$ cat src/rtl/drowsiness_pkg.sv
// Shared constants, state encoding and arithmetic helpers for the drowsiness classifier.
package drowsiness_pkg;

  localparam int N_IN   = 10;
  localparam int DW     = 10;
  localparam int IDX_W  = 4;
  localparam int PROD_W = 21;
  localparam int ACC_W  = 25;
  localparam int W0     = -20;
  localparam int WSTEP  = 5;
  localparam int SHIFT  = 4;
  localparam int THRESH = 256;

  typedef enum logic [1:0] {
    IDLE = 2'd0,
    INIT = 2'd1,
    MAC  = 2'd2,
    DONE = 2'd3
  } state_t;

  function automatic logic signed [DW-1:0] init_weight(input logic [IDX_W-1:0] i);
    int w;
    w = W0 + int'(i) * WSTEP;
    return w[DW-1:0];
  endfunction

  // Scale the accumulator down, then clamp into the unsigned output range.
  function automatic logic [DW-1:0] scale_sat(input logic signed [ACC_W-1:0] a);
    logic signed [ACC_W-1:0] s;
    s = a >>> SHIFT;
    if (s[ACC_W-1])
      return '0;
    else if (|s[ACC_W-2:DW])
      return '1;
    else
      return s[DW-1:0];
  endfunction

endpackage

$ cat src/rtl/weight_init_mem.sv
// Small signed weight register file: async clear, one write port, combinational read.
module weight_init_mem
  import drowsiness_pkg::*;
(
  input  logic                 clk,
  input  logic                 rst,
  input  logic                 we,
  input  logic [IDX_W-1:0]     waddr,
  input  logic signed [DW-1:0] wdata,
  input  logic [IDX_W-1:0]     raddr,
  output logic signed [DW-1:0] rdata
);

  logic signed [DW-1:0] mem [0:N_IN-1];

  always_ff @(posedge clk or posedge rst) begin
    if (rst) begin
      for (int i = 0; i < N_IN; i++) mem[i] <= '0;
    end else if (we) begin
      mem[waddr] <= wdata;
    end
  end

  assign rdata = mem[raddr];

endmodule

$ cat src/rtl/drowsiness_detector.sv
// Single-neuron drowsiness classifier: one-time weight init, MAC over the features,
// scale/saturate, threshold and per-class decision counters.
module drowsiness_detector
  import drowsiness_pkg::*;
(
  input  logic                 Clock,
  input  logic                 Rst,
  input  logic                 Start,
  input  logic [DW-1:0]        in [0:N_IN-1],
  output logic signed [DW-1:0] dataRead,
  output logic signed [DW-1:0] data,
  output logic [DW-1:0]        outVal,
  output logic [DW-1:0]        count0,
  output logic [DW-1:0]        count1
);

  state_t                    state, state_d;
  logic [IDX_W-1:0]          idx;
  logic signed [ACC_W-1:0]   acc;
  logic                      init_done;
  logic                      last;
  logic                      we;
  logic signed [DW-1:0]      wdata;
  logic signed [DW-1:0]      rdata;
  logic signed [PROD_W-1:0]  prod;
  logic [DW-1:0]             sat_val;

  weight_init_mem u_mem (
    .clk   (Clock),
    .rst   (Rst),
    .we    (we),
    .waddr (idx),
    .wdata (wdata),
    .raddr (idx),
    .rdata (rdata)
  );

  assign last    = (idx == IDX_W'(N_IN - 1));
  assign wdata   = init_weight(idx);
  assign prod    = $signed({1'b0, in[idx]}) * rdata;
  assign sat_val = scale_sat(acc);

  always_ff @(posedge Clock or posedge Rst) begin
    if (Rst) state <= IDLE;
    else     state <= state_d;
  end

  always_comb begin
    state_d = state;
    we      = 1'b0;
    case (state)
      IDLE: if (Start) state_d = init_done ? MAC : INIT;
      INIT: begin
        we = 1'b1;
        if (last) state_d = MAC;
      end
      MAC:  if (last) state_d = DONE;
      DONE: state_d = IDLE;
      default: state_d = IDLE;
    endcase
  end

  always_ff @(posedge Clock or posedge Rst) begin
    if (Rst) begin
      idx       <= '0;
      acc       <= '0;
      init_done <= 1'b0;
      dataRead  <= '0;
      data      <= '0;
      outVal    <= '0;
      count0    <= '0;
      count1    <= '0;
    end else begin
      case (state)
        IDLE: if (Start) begin
          acc <= '0;
          idx <= '0;
        end
        INIT: begin
          data <= wdata;
          if (last) begin
            init_done <= 1'b1;
            idx       <= '0;
          end else begin
            idx <= idx + 1'b1;
          end
        end
        MAC: begin
          dataRead <= rdata;
          acc      <= acc + ACC_W'(prod);
          idx      <= last ? '0 : idx + 1'b1;
        end
        DONE: begin
          outVal <= sat_val;
          if (sat_val >= DW'(THRESH)) count1 <= count1 + 1'b1;
          else                        count0 <= count0 + 1'b1;
        end
        default: ;
      endcase
    end
  end

endmodule

$ cat config.mk
export PLATFORM = sky130hd
export DESIGN_NAME = drowsiness_detector
export DESIGN_NICKNAME = d
export VERILOG_FILES = /design/src/rtl/drowsiness_pkg.sv /design/src/rtl/weight_init_mem.sv /design/src/rtl/drowsiness_detector.sv
export SDC_FILE = /design/constraint.sdc
export NUM_CORES = 1
export LEC_CHECK = 0
export CAP_MARGIN = 20
export CORE_MARGIN = 8
export CORE_UTILIZATION = 55
export CTS_BUF_LIST = sky130_fd_sc_hd__clkbuf_4 sky130_fd_sc_hd__clkbuf_8 sky130_fd_sc_hd__clkbuf_16
export CTS_CLUSTER_DIAMETER = 150
export CTS_CLUSTER_SIZE = 28
export DETAILED_ROUTE_END_ITERATION = 7
export GPL_ROUTABILITY_DRIVEN = 1
export GPL_TIMING_DRIVEN = 1
export PLACE_DENSITY_LB_ADDON = 0.1
export RECOVER_POWER = 50
export SYNTH_ARGS = -nofsm -noshare
export SYNTH_HDL_FRONTEND = slang
export SYNTH_SLANG_ARGS = --single-unit
$ cat constraint.sdc
create_clock -name Clock -period 8.6 [get_ports Clock]
set_clock_uncertainty 0.2 [all_clocks]
set_input_delay 1.29 -clock Clock [delete_from_list [all_inputs] [get_ports Clock]]
set_output_delay 1.29 -clock Clock [all_outputs]
set_load 0.01 [all_outputs]
* Yosys cells after proc, flatten, opt, wreduce, memory -nomap -nowiden
Cells that the tools add are included.
Storage, ports and cells: register bits 182, bits of input ports 103
Operators by class: $add $sub $neg 5, multiply operators 2, $lt $le $gt $ge 3, equal/unequal tests 7, multiplexer cells 22, bitwise operators 2, reduce and logical (&&, ||, !) cells 12
Operator list (count):
- bitwise mux 100 bit | 1
- binary-select mux 10 bit (select 4 bit) | 2
- 2-to-1 mux 10 bit | 7
- case mux 25 bit (2 select lines) | 1
- demux 10 bit (select 4 bit) | 1
- adder 25 x 21 -> 25 bit | 1
- 2-to-1 mux 25 bit | 1
- multiplier 11 x 10 -> 21 bit | 1
- adder 10 x 1 -> 10 bit (second input constant) | 2
- OR reduction 11 bit | 1
- >= comparator 10 x 9 -> 1 bit (second input constant) | 1
- AND reduction 2 bit | 5
- adder 6 x 8 -> 9 bit (first input constant) | 1
- 2-to-1 mux 2 bit | 4
- 2-to-1 mux 4 bit | 2
- case mux 2 bit (4 select lines) | 1
- case mux 4 bit (2 select lines) | 1
- multiplier 4 x 3 -> 7 bit (second input constant) | 1
- inequality test 2 bit (second input constant) | 3
- >= comparator 5 bit (second input constant) | 1
- < comparator 5 x 1 -> 1 bit (second input constant) | 1
- inverter 4 -> 5 bit | 1
- adder 4 x 1 -> 4 bit (second input constant) | 1
- equality test 2 bit (second input constant) | 2
- other kinds (9) | 10

* Logic depth before layout (Yosys ltp)
Gate-level depths: netlist (run 1).
depth in word-level cells 7, depth in mapped cells 27, mapped depth without buffers 24

* By module
A second synthesis (run 1) with hierarchy kept.
Unflattened totals: cell total of the unflattened synthesis 1246, area, all modules 13536.7 µm²
Modules (own cells, without submodules):
- drowsiness_detector | times used 1, cells an instance 922, area each 8804.7 µm², sequential area each 1976.9 µm²
- weight_init_mem | times used 1, cells an instance 324, area each 4732.0 µm², sequential area each 2502.4 µm²

* Worst setup path after synthesis (run 1)
No wires, ideal clock.
path kind in2reg, start point input in[60] (netlist name), end point register acc[24], data arrival time 6.749 ns, data required time 8.327 ns, path slack 1.578 ns, stages 21, buffers on the path 0, cell sequence mux4_2 nand2_1 a21oi_1 a221oi_2 nand2_1 fa_1 fa_1 inv_1 fa_1 fa_1 inv_1 fa_1 inv_1 ha_1 a21oi_1 o21ai_0 a211oi_2 o311ai_0 or3_4 a21oi_2 a2bb2oi_2
On the way: cells in the longest elaborated chain, start to end 6
RTL lines:
- start, declared | line drowsiness_detector.sv:9 | input logic [DW-1:0] in [0:N_IN-1],
- binary-select mux 10 bit (select 4 bit) | line drowsiness_detector.sv:40 | assign prod = $signed({1'b0, in[idx]}) * rdata;
- 2-to-1 mux 10 bit (implied by the code) (2 in series) | line drowsiness_detector.sv:40
- multiplier 11 x 10 -> 21 bit | line drowsiness_detector.sv:40
- adder 25 x 21 -> 25 bit | line drowsiness_detector.sv:90 | acc <= acc + ACC_W'(prod);
- case mux 25 bit (2 select lines) | line drowsiness_detector.sv:74 | case (state)
- end signal, assigned | line drowsiness_detector.sv:90
- end, declared | line drowsiness_detector.sv:19 | logic signed [ACC_W-1:0] acc;
Every way passes these cells. The select of a mux whose other input is x is not followed. A chain may end at the register's enable or synchronous reset.

* Worst setup path in the final report (run 1)
start point register idx[0], end point register acc[21]
On the way: cells in the longest elaborated chain, start to end 7
RTL lines:
- start, declared | line drowsiness_detector.sv:18 | logic [IDX_W-1:0] idx;
- start signal, assigned | line drowsiness_detector.sv:85 | idx <= idx + 1'b1;
- start signal, assigned | line drowsiness_detector.sv:91 | idx <= last ? '0 : idx + 1'b1;
- inverter 4 -> 5 bit (implied by the code) * | line weight_init_mem.sv:24, drowsiness_detector.sv:40
- binary-select mux 10 bit (select 4 bit), on equally long branches | line drowsiness_detector.sv:40, weight_init_mem.sv:24
- 2-to-1 mux 10 bit, on equally long branches (2 in series) | line drowsiness_detector.sv:40, weight_init_mem.sv:24
- multiplier 11 x 10 -> 21 bit * | line drowsiness_detector.sv:40
- adder 25 x 21 -> 25 bit * | line drowsiness_detector.sv:90
- case mux 25 bit (2 select lines) * | line drowsiness_detector.sv:74
Every way passes the cells marked *; elsewhere a longest branch is shown, timed or not. The select of a mux whose other input is x is not followed.

==> results of run 1 <==
[placed cells by master, fill, tap and decap left out, types with 7 or more instances in the layout]
cell type	n
inv_1	156
dfrtp_1	144
clkdlybuf4s50_1	128
nor2_1	110
nand2_1	101
fa_1	84
ha_1	83
a21oi_1	55
o21ai_0	44
mux4_2	29
mux2_2	25
dlygate4sd3_1	24
xnor2_1	23
nor2b_1	21
mux2i_1	18
clkbuf_16	17
or2_2	15
xor2_1	14
a22oi_1	13
nand4_1	12
nand3_1	11
buf_4	11
nor3_1	8
inv_8	8
a21o_1	7
o21a_1	7
a22o_1	7
o21ai_1	7
[kinds of logic after synthesis]
family                   count (synthesis)  synth area share (%)
AO/OA/AOI/OAI                          177                  9.84
XOR/XNOR                                37                  2.85
adder cells (fa/ha/maj)                167                  23.9
buffers and inverters                  206                  7.31
flip-flops                             146                  32.1
multiplexers                            78                  11.0
AND/OR/NAND/NOR                        316                  12.9
[through the flow]
stage / hold slack (ps) / instance area (sq um) / util [%] / setup slack, ps
floorplan: 230 / 11400 / - / 1580
detailed placement: 251 / 13100 / 64.7 / 694
global route: 285 / 13700 / 67.5 / 240
finish: 263 / 13700 / 67.5 / 662
global placement: 246 / 13100 / 64.7 / 733
CTS: 270 / 13700 / 67.7 / 826
[layout make-up]
type	count	area (sq um)
clock buffer	17	425
tap	270	338
timing repair buffer	166	1630
multi-input combinational	775	6890
inverter	157	591
fill	1595	6590
sequential	146	3660
clock inverter	15	180
[per-layer routing]
layer | vias to the layer above | wire length, um | global-route usage [%]
met4 | 0 | 554 | 6.84
met2 | 265 | 14300 | 37.8
met5 | - | 0 | 0
li1 | 4031 | - | -
met1 | 4328 | 12800 | 31.5
met3 | 43 | 1690 | 4.60
[flip-flops by register name, indices dropped and copies added (netlist names)]
| register | count |
|---|---|
| count0 | 10 |
| outVal | 10 |
| count1 | 10 |
| dataRead | 7 |
| idx | 4 |
| init_done | 1 |
| state | 2 |
| acc | 25 |
| u_mem.mem | 70 |
| data | 7 |
[worst paths after layout]
kind | start | to | slack (ps)
worst max-delay path | idx[0]$_DFFE_PP0P_ | acc[21]$_DFFE_PP0P_ | 660
worst min-delay path | u_mem.mem[71]$_DFFE_PP0P_ | u_mem.mem[71]$_DFFE_PP0P_ | 260
worst max register to register | idx[0]$_DFFE_PP0P_ | acc[21]$_DFFE_PP0P_ | 660
worst min register to register | u_mem.mem[71]$_DFFE_PP0P_ | u_mem.mem[71]$_DFFE_PP0P_ | 260
max in group asynchronous | Rst | idx[0]$_DFFE_PP0P_ | 3800
min in group asynchronous | Rst | count0[9]$_DFFE_PP0P_ | 2360
==> impl_metrics.xml, run 1 <==
<?xml version="1.0" encoding="UTF-8"?>
<metrics>
  <group name="layout">
    <metric name="num_antenna_cells" unit="">0</metric>
    <metric name="layout-area-overhead-vs-synth" unit="%">20.5</metric>
    <metric name="layoutNonFillerInstCount" unit="">1546</metric>
    <metric name="post_route_cells_drive_above_1_share" unit="%">10.2</metric>
    <metric name="finalNetCount" unit="">1533</metric>
  </group>
  <group name="setup_path">
    <metric name="timing.critical_path.slowest_cell_delay" unit="ps">1020</metric>
    <metric name="worst-endpoint-required" unit="ps">8770</metric>
    <metric name="timing.critical_path.mode_cell" unit="">fa_1</metric>
    <metric name="cp_max_fo" unit="">35</metric>
    <metric name="worst-path-stages" unit="">22</metric>
    <metric name="critical-path-top-delay-family" unit="">adder cells</metric>
    <metric name="worstPathCellList" unit="">mux4_2, mux2i_1, o21a_1, clkbuf_1, nor2_1, fa_1, inv_1, fa_1, inv_1, fa_1, fa_1, inv_1, fa_1, inv_1, ha_1, a21o_1, a221oi_1, o21bai_1, a21oi_1, o21ai_0, or4_1, nand3_1</metric>
    <metric name="critical_path.slowest_cell" unit="">dfrtp_2</metric>
    <metric name="r2r_cells" unit="">22</metric>
    <metric name="setup.worst_path.start_class" unit="">register</metric>
    <metric name="cp_num_buf_inv" unit="">5</metric>
    <metric name="arrival" unit="ps">8110</metric>
    <metric name="criticalPathCategory" unit="">reg2reg</metric>
    <metric name="cp-end-kind" unit="">register</metric>
  </group>
  <group name="detailed_routing">
    <metric name="drt_first_iter_violations" unit="">578</metric>
    <metric name="drt_pass1_iterations" unit="">5</metric>
    <metric name="drt-total-wl" unit="um">29300</metric>
    <metric name="route.detailed.wl_per_inst" unit="um">18.9</metric>
    <metric name="detail_route.vias_per_cell" unit="">5.61</metric>
    <metric name="ant_nets" unit="">0</metric>
    <metric name="drc" unit="">0</metric>
    <metric name="via_count" unit="">8667</metric>
  </group>
  <group name="synth">
    <metric name="synthesis.instances" unit="">1127</metric>
    <metric name="ys_seq_elements" unit="">146</metric>
    <metric name="postSynthAreaPerCell" unit="sq um">10.1</metric>
    <metric name="post-synth-top-count-cell" unit="">inv_1</metric>
    <metric name="synthesis.area" unit="sq um">11400</metric>
    <metric name="yosysUniqueCellTypes" unit="">65</metric>
    <metric name="yosysTopAreaCellShare" unit="%">32.1</metric>
    <metric name="post_synth_top_cells" unit="">inv_1 (157), dfrtp_1 (146), nor2_1 (105), nand2_1 (101), fa_1 (84)</metric>
    <metric name="postSynth.asyncResetShare" unit="%">100</metric>
    <metric name="synth_sequential_area_ratio" unit="%">32.1</metric>
    <metric name="synth_ff_type" unit="">dfrtp_1</metric>
    <metric name="synth-edff-count" unit="">0</metric>
    <metric name="synthDominantAreaCellType" unit="">dfrtp_1</metric>
    <metric name="syn_nets" unit="">1397</metric>
    <metric name="synthesis.yosys.warnings" unit="">0</metric>
    <metric name="synth.area.top_cells" unit="">dfrtp_1 (32%), fa_1 (15%), ha_1 (9.1%), mux4_2 (5.7%), inv_1 (5.2%)</metric>
  </group>
  <group name="placement">
    <metric name="dp.final_hpwl" unit="um">22500</metric>
    <metric name="gp_routability_congestion" unit="">0.883</metric>
    <metric name="placed_cells_incl_taps" unit="">1514</metric>
    <metric name="placement.io_buffers" unit="">152</metric>
  </group>
  <group name="clock_tree">
    <metric name="tritoncts" unit="">done</metric>
    <metric name="clockBufferDepth" unit="">2</metric>
    <metric name="post_cts_resize_count" unit="">0</metric>
    <metric name="clk_transition_reported_paths" unit="ps">80</metric>
    <metric name="root_buffer_cell" unit="">clkbuf_16</metric>
    <metric name="number_of_cts_inserted_buffers" unit="">17</metric>
    <metric name="clock_latency_on_the_worst_skew_pair" unit="ps">440</metric>
    <metric name="cts_hold_repair.buffers" unit="">0</metric>
    <metric name="htree_levels" unit="">4</metric>
    <metric name="cts.sinks" unit="">146</metric>
    <metric name="post_cts_buffers" unit="">0</metric>
  </group>
  <group name="sta">
    <metric name="final-setup-viol-count" unit="">0</metric>
    <metric name="worst-slew-pin-transition" unit="ps">4130</metric>
    <metric name="report.final.slew_viol_count" unit="">93</metric>
    <metric name="fin_crit" unit="ps">7940</metric>
    <metric name="max_slew_margin" unit="%">-177</metric>
    <metric name="unrepaired_setup_endpoints_after_global_routing" unit="">no</metric>
    <metric name="timing.final.crit_share" unit="%">92.3</metric>
    <metric name="fin_setup_tns" unit="ps">0</metric>
    <metric name="highest_achievable_clock_rate" unit="MHz">126</metric>
    <metric name="hold_violations" unit="">0</metric>
  </group>
  <group name="global_route">
    <metric name="grt_pass1_wl" unit="um">47900</metric>
    <metric name="grt_remaining_overflow" unit="">0</metric>
    <metric name="groute.usage.overall" unit="%">23.4</metric>
    <metric name="first_global_vias" unit="">8910</metric>
    <metric name="grt_max_degree" unit="">93</metric>
    <metric name="antenna_found_initial" unit="">0</metric>
  </group>
  <group name="die">
    <metric name="die_y" unit="um">160</metric>
    <metric name="dieArea" unit="sq um">25500</metric>
    <metric name="core_area" unit="sq um">20300</metric>
    <metric name="floorplan.io_pins" unit="">153</metric>
    <metric name="floorplan_row_count" unit="">52</metric>
    <metric name="start_util" unit="%">56.0</metric>
    <metric name="die_x" unit="um">160</metric>
  </group>
  <group name="outcome">
    <metric name="outcome" unit="">finished with violations</metric>
    <metric name="failed_checks" unit="">capacitance limit, slew limit</metric>
  </group>
  <group name="min_path">
    <metric name="min_path_cells" unit="">1</metric>
    <metric name="min-delay-path-class" unit="">reg2reg</metric>
  </group>
  <group name="run">
    <metric name="drv.max_cap_violation_count" unit="">1</metric>
  </group>
</metrics>
Power of run 1 is left out: the tool's default activity adds up to more than one toggle a clock period on the data nets, which glitch-free logic cannot reach.
==> run 2: changes to the inputs <==
--- a/config.mk
+++ b/config.mk
@@ -7,13 +7,14 @@
 export LEC_CHECK = 0
 export CAP_MARGIN = 20
 export CORE_MARGIN = 8
-export CORE_UTILIZATION = 55
+export CORE_UTILIZATION = 57
 export CTS_BUF_LIST = sky130_fd_sc_hd__clkbuf_4 sky130_fd_sc_hd__clkbuf_8 sky130_fd_sc_hd__clkbuf_16
-export CTS_CLUSTER_DIAMETER = 150
+export CTS_CLUSTER_DIAMETER = 30
 export CTS_CLUSTER_SIZE = 28
 export DETAILED_ROUTE_END_ITERATION = 7
 export GPL_ROUTABILITY_DRIVEN = 1
 export GPL_TIMING_DRIVEN = 1
+export HOLD_SLACK_MARGIN = 0.06
 export PLACE_DENSITY_LB_ADDON = 0.1
 export RECOVER_POWER = 50
 export SYNTH_ARGS = -nofsm -noshare
==> impl_metrics.xml, run 2 (synthesized netlist as in run 1, its figures left out) <==
<?xml version="1.0" encoding="UTF-8"?>
<metrics>
  <group name="outcome">
    <metric name="outcome" unit="">finished with violations</metric>
    <metric name="failed_checks" unit="">capacitance limit, slew limit</metric>
  </group>
  <group name="detailed_routing">
    <metric name="drt_pass1_iterations" unit="">8</metric>
    <metric name="drc" unit="">0</metric>
    <metric name="route.detailed.wl_per_inst" unit="um">18.5</metric>
    <metric name="drt_first_iter_violations" unit="">713</metric>
    <metric name="ant_nets" unit="">0</metric>
    <metric name="drt-total-wl" unit="um">28500</metric>
    <metric name="via_count" unit="">8637</metric>
    <metric name="detail_route.vias_per_cell" unit="">5.60</metric>
  </group>
  <group name="sta">
    <metric name="timing.final.crit_share" unit="%">92.1</metric>
    <metric name="worst-slew-pin-transition" unit="ps">3900</metric>
    <metric name="fin_crit" unit="ps">7920</metric>
    <metric name="highest_achievable_clock_rate" unit="MHz">126</metric>
    <metric name="hold_violations" unit="">0</metric>
    <metric name="fin_setup_tns" unit="ps">0</metric>
    <metric name="final-setup-viol-count" unit="">0</metric>
    <metric name="unrepaired_setup_endpoints_after_global_routing" unit="">no</metric>
    <metric name="max_slew_margin" unit="%">-162</metric>
    <metric name="report.final.slew_viol_count" unit="">84</metric>
  </group>
  <group name="placement">
    <metric name="gp_routability_congestion" unit="">0.892</metric>
    <metric name="dp.final_hpwl" unit="um">21900</metric>
    <metric name="placement.io_buffers" unit="">152</metric>
  </group>
  <group name="clock_tree">
    <metric name="clk_transition_reported_paths" unit="ps">70</metric>
    <metric name="clockBufferDepth" unit="">2</metric>
    <metric name="cts.sinks" unit="">146</metric>
    <metric name="root_buffer_cell" unit="">clkbuf_16</metric>
    <metric name="post_cts_resize_count" unit="">0</metric>
    <metric name="htree_levels" unit="">4</metric>
    <metric name="number_of_cts_inserted_buffers" unit="">17</metric>
    <metric name="cts_hold_repair.buffers" unit="">0</metric>
    <metric name="clock_latency_on_the_worst_skew_pair" unit="ps">440</metric>
    <metric name="tritoncts" unit="">done</metric>
    <metric name="post_cts_buffers" unit="">0</metric>
  </group>
  <group name="layout">
    <metric name="post_route_cells_drive_above_1_share" unit="%">10.1</metric>
    <metric name="largest_register" unit="">u_mem.mem</metric>
    <metric name="final_core_utilization" unit="%">70.1</metric>
    <metric name="commonest_cells_after_routing_fill_and_taps_aside" unit="">inv_1 (156), dfrtp_1 (144), clkdlybuf4s50_1 (124)</metric>
    <metric name="reg_top3" unit="">u_mem.mem: 70 flops, acc: 25 flops</metric>
    <metric name="finalNetCount" unit="">1532</metric>
    <metric name="layout_commonest_cell" unit="">inv_1</metric>
    <metric name="layout-area-overhead-vs-synth" unit="%">20.3</metric>
    <metric name="largest_register_ff_count" unit="">70</metric>
  </group>
  <group name="setup_path">
    <metric name="r2r_cells" unit="">21</metric>
    <metric name="criticalPathCategory" unit="">reg2reg</metric>
    <metric name="setup.worst_path.start_class" unit="">register</metric>
    <metric name="timing.rr.start" unit="">idx[1]$_DFFE_PP0P_</metric>
    <metric name="worst-endpoint-required" unit="ps">8720</metric>
    <metric name="cp_max_fo" unit="">21</metric>
    <metric name="arrival" unit="ps">8040</metric>
    <metric name="worst-r2r-setup-slack" unit="ps">680</metric>
    <metric name="r2r-end" unit="">acc[23]$_DFFE_PP0P_</metric>
    <metric name="timing.critical_path.to" unit="">acc[23]$_DFFE_PP0P_</metric>
    <metric name="crit_path_start" unit="">idx[1]$_DFFE_PP0P_</metric>
    <metric name="cp-end-kind" unit="">register</metric>
  </group>
  <group name="global_route">
    <metric name="grt_remaining_overflow" unit="">0</metric>
    <metric name="grt_pass1_wl" unit="um">46500</metric>
    <metric name="antenna_found_initial" unit="">1</metric>
    <metric name="first_global_vias" unit="">8894</metric>
    <metric name="groute.usage.overall" unit="%">24.1</metric>
    <metric name="grt_max_degree" unit="">84</metric>
  </group>
  <group name="die">
    <metric name="floorplan.io_pins" unit="">153</metric>
    <metric name="die_y" unit="um">157</metric>
    <metric name="core_area" unit="sq um">19500</metric>
    <metric name="die_x" unit="um">157</metric>
    <metric name="start_util" unit="%">58.3</metric>
    <metric name="floorplan_row_count" unit="">51</metric>
    <metric name="dieArea" unit="sq um">24700</metric>
  </group>
  <group name="min_path">
    <metric name="min-delay-path-class" unit="">reg2reg</metric>
  </group>
  <group name="run">
    <metric name="drv.max_cap_violation_count" unit="">1</metric>
  </group>
</metrics>
run 2: cell types whose count changed in the layout (fill, tap and decap cells not counted), sizes merged:
| cell | delta |
|---|---|
| inv | -3 |
| clkinv | +3 |
| dlygate4sd3 | +4 |
| buf | -1 |
| clkdlybuf4s50 | -4 |
| diode | +1 |
run 2: critical path, stage by stage, from the launching register on:
cell	delay, ps
dfrtp_2	580
nand2b_1	280
nor2_1	1050
a22oi_1	300
o21ai_1	460
nand2_1	180
fa_1	550
fa_1	450
fa_1	560
inv_1	50
fa_1	480
inv_1	60
fa_1	520
inv_1	50
ha_1	330
nand2_1	90
or3b_2	460
a21oi_1	390
o21ai_0	150
o21ai_0	360
or2_2	190
nand3_1	50
run 2: worst min path at each step:
stage | start | to | slack (ps) | cells after the start
3_3_place_gp | u_mem.mem[20]$_DFFE_PP0P_ | u_mem.mem[20]$_DFFE_PP0P_ | 250 | 1
5_1_grt | u_mem.mem[61]$_DFFE_PP0P_ | u_mem.mem[61]$_DFFE_PP0P_ | 280 | 1
6_report | u_mem.mem[60]$_DFFE_PP0P_ | u_mem.mem[60]$_DFFE_PP0P_ | 270 | 1
3_5_place_dp | u_mem.mem[21]$_DFFE_PP0P_ | u_mem.mem[21]$_DFFE_PP0P_ | 250 | 1
4_1_cts | u_mem.mem[21]$_DFFE_PP0P_ | u_mem.mem[21]$_DFFE_PP0P_ | 270 | 1
2_1_floorplan | u_mem.mem[98]$_DFFE_PP0P_ | u_mem.mem[98]$_DFFE_PP0P_ | 230 | 1
run 2: area by class of cell:
cell class                      count  area, sq um
Multi-Input combinational cell    775         6890
Clock buffer                       17          425
Sequential cell                   146         3660
Fill cell                        1474         5840
Clock inverter                     15          185
Antenna cell                        1         2.50
Timing Repair Buffer              165         1610
Inverter                          157          591
Tap cell                          265          332
run 2: layer usage:
metal	part of all wire (%)	wire (um)	vias up	global-route usage [%]
met5	0	0	-	0
met4	2.3	648	0	8.07
met3	6.9	1970	51	4.99
met2	49	13900	287	39.0
met1	42	12000	4259	32.0
li1	-	-	4040	-
run 2: per-stage QoR:
stage	cells	setup slack, ps	hold WS [ps]	instance area (sq um)
final	1541	676	268	13700
after global placement	1508	823	247	13100
after detailed placement	1508	736	249	13100
after global routing	1541	342	284	13700
after floorplan	1127	1580	230	11400
after CTS	1540	989	268	13700
Power of run 2 is left out for the same reason.
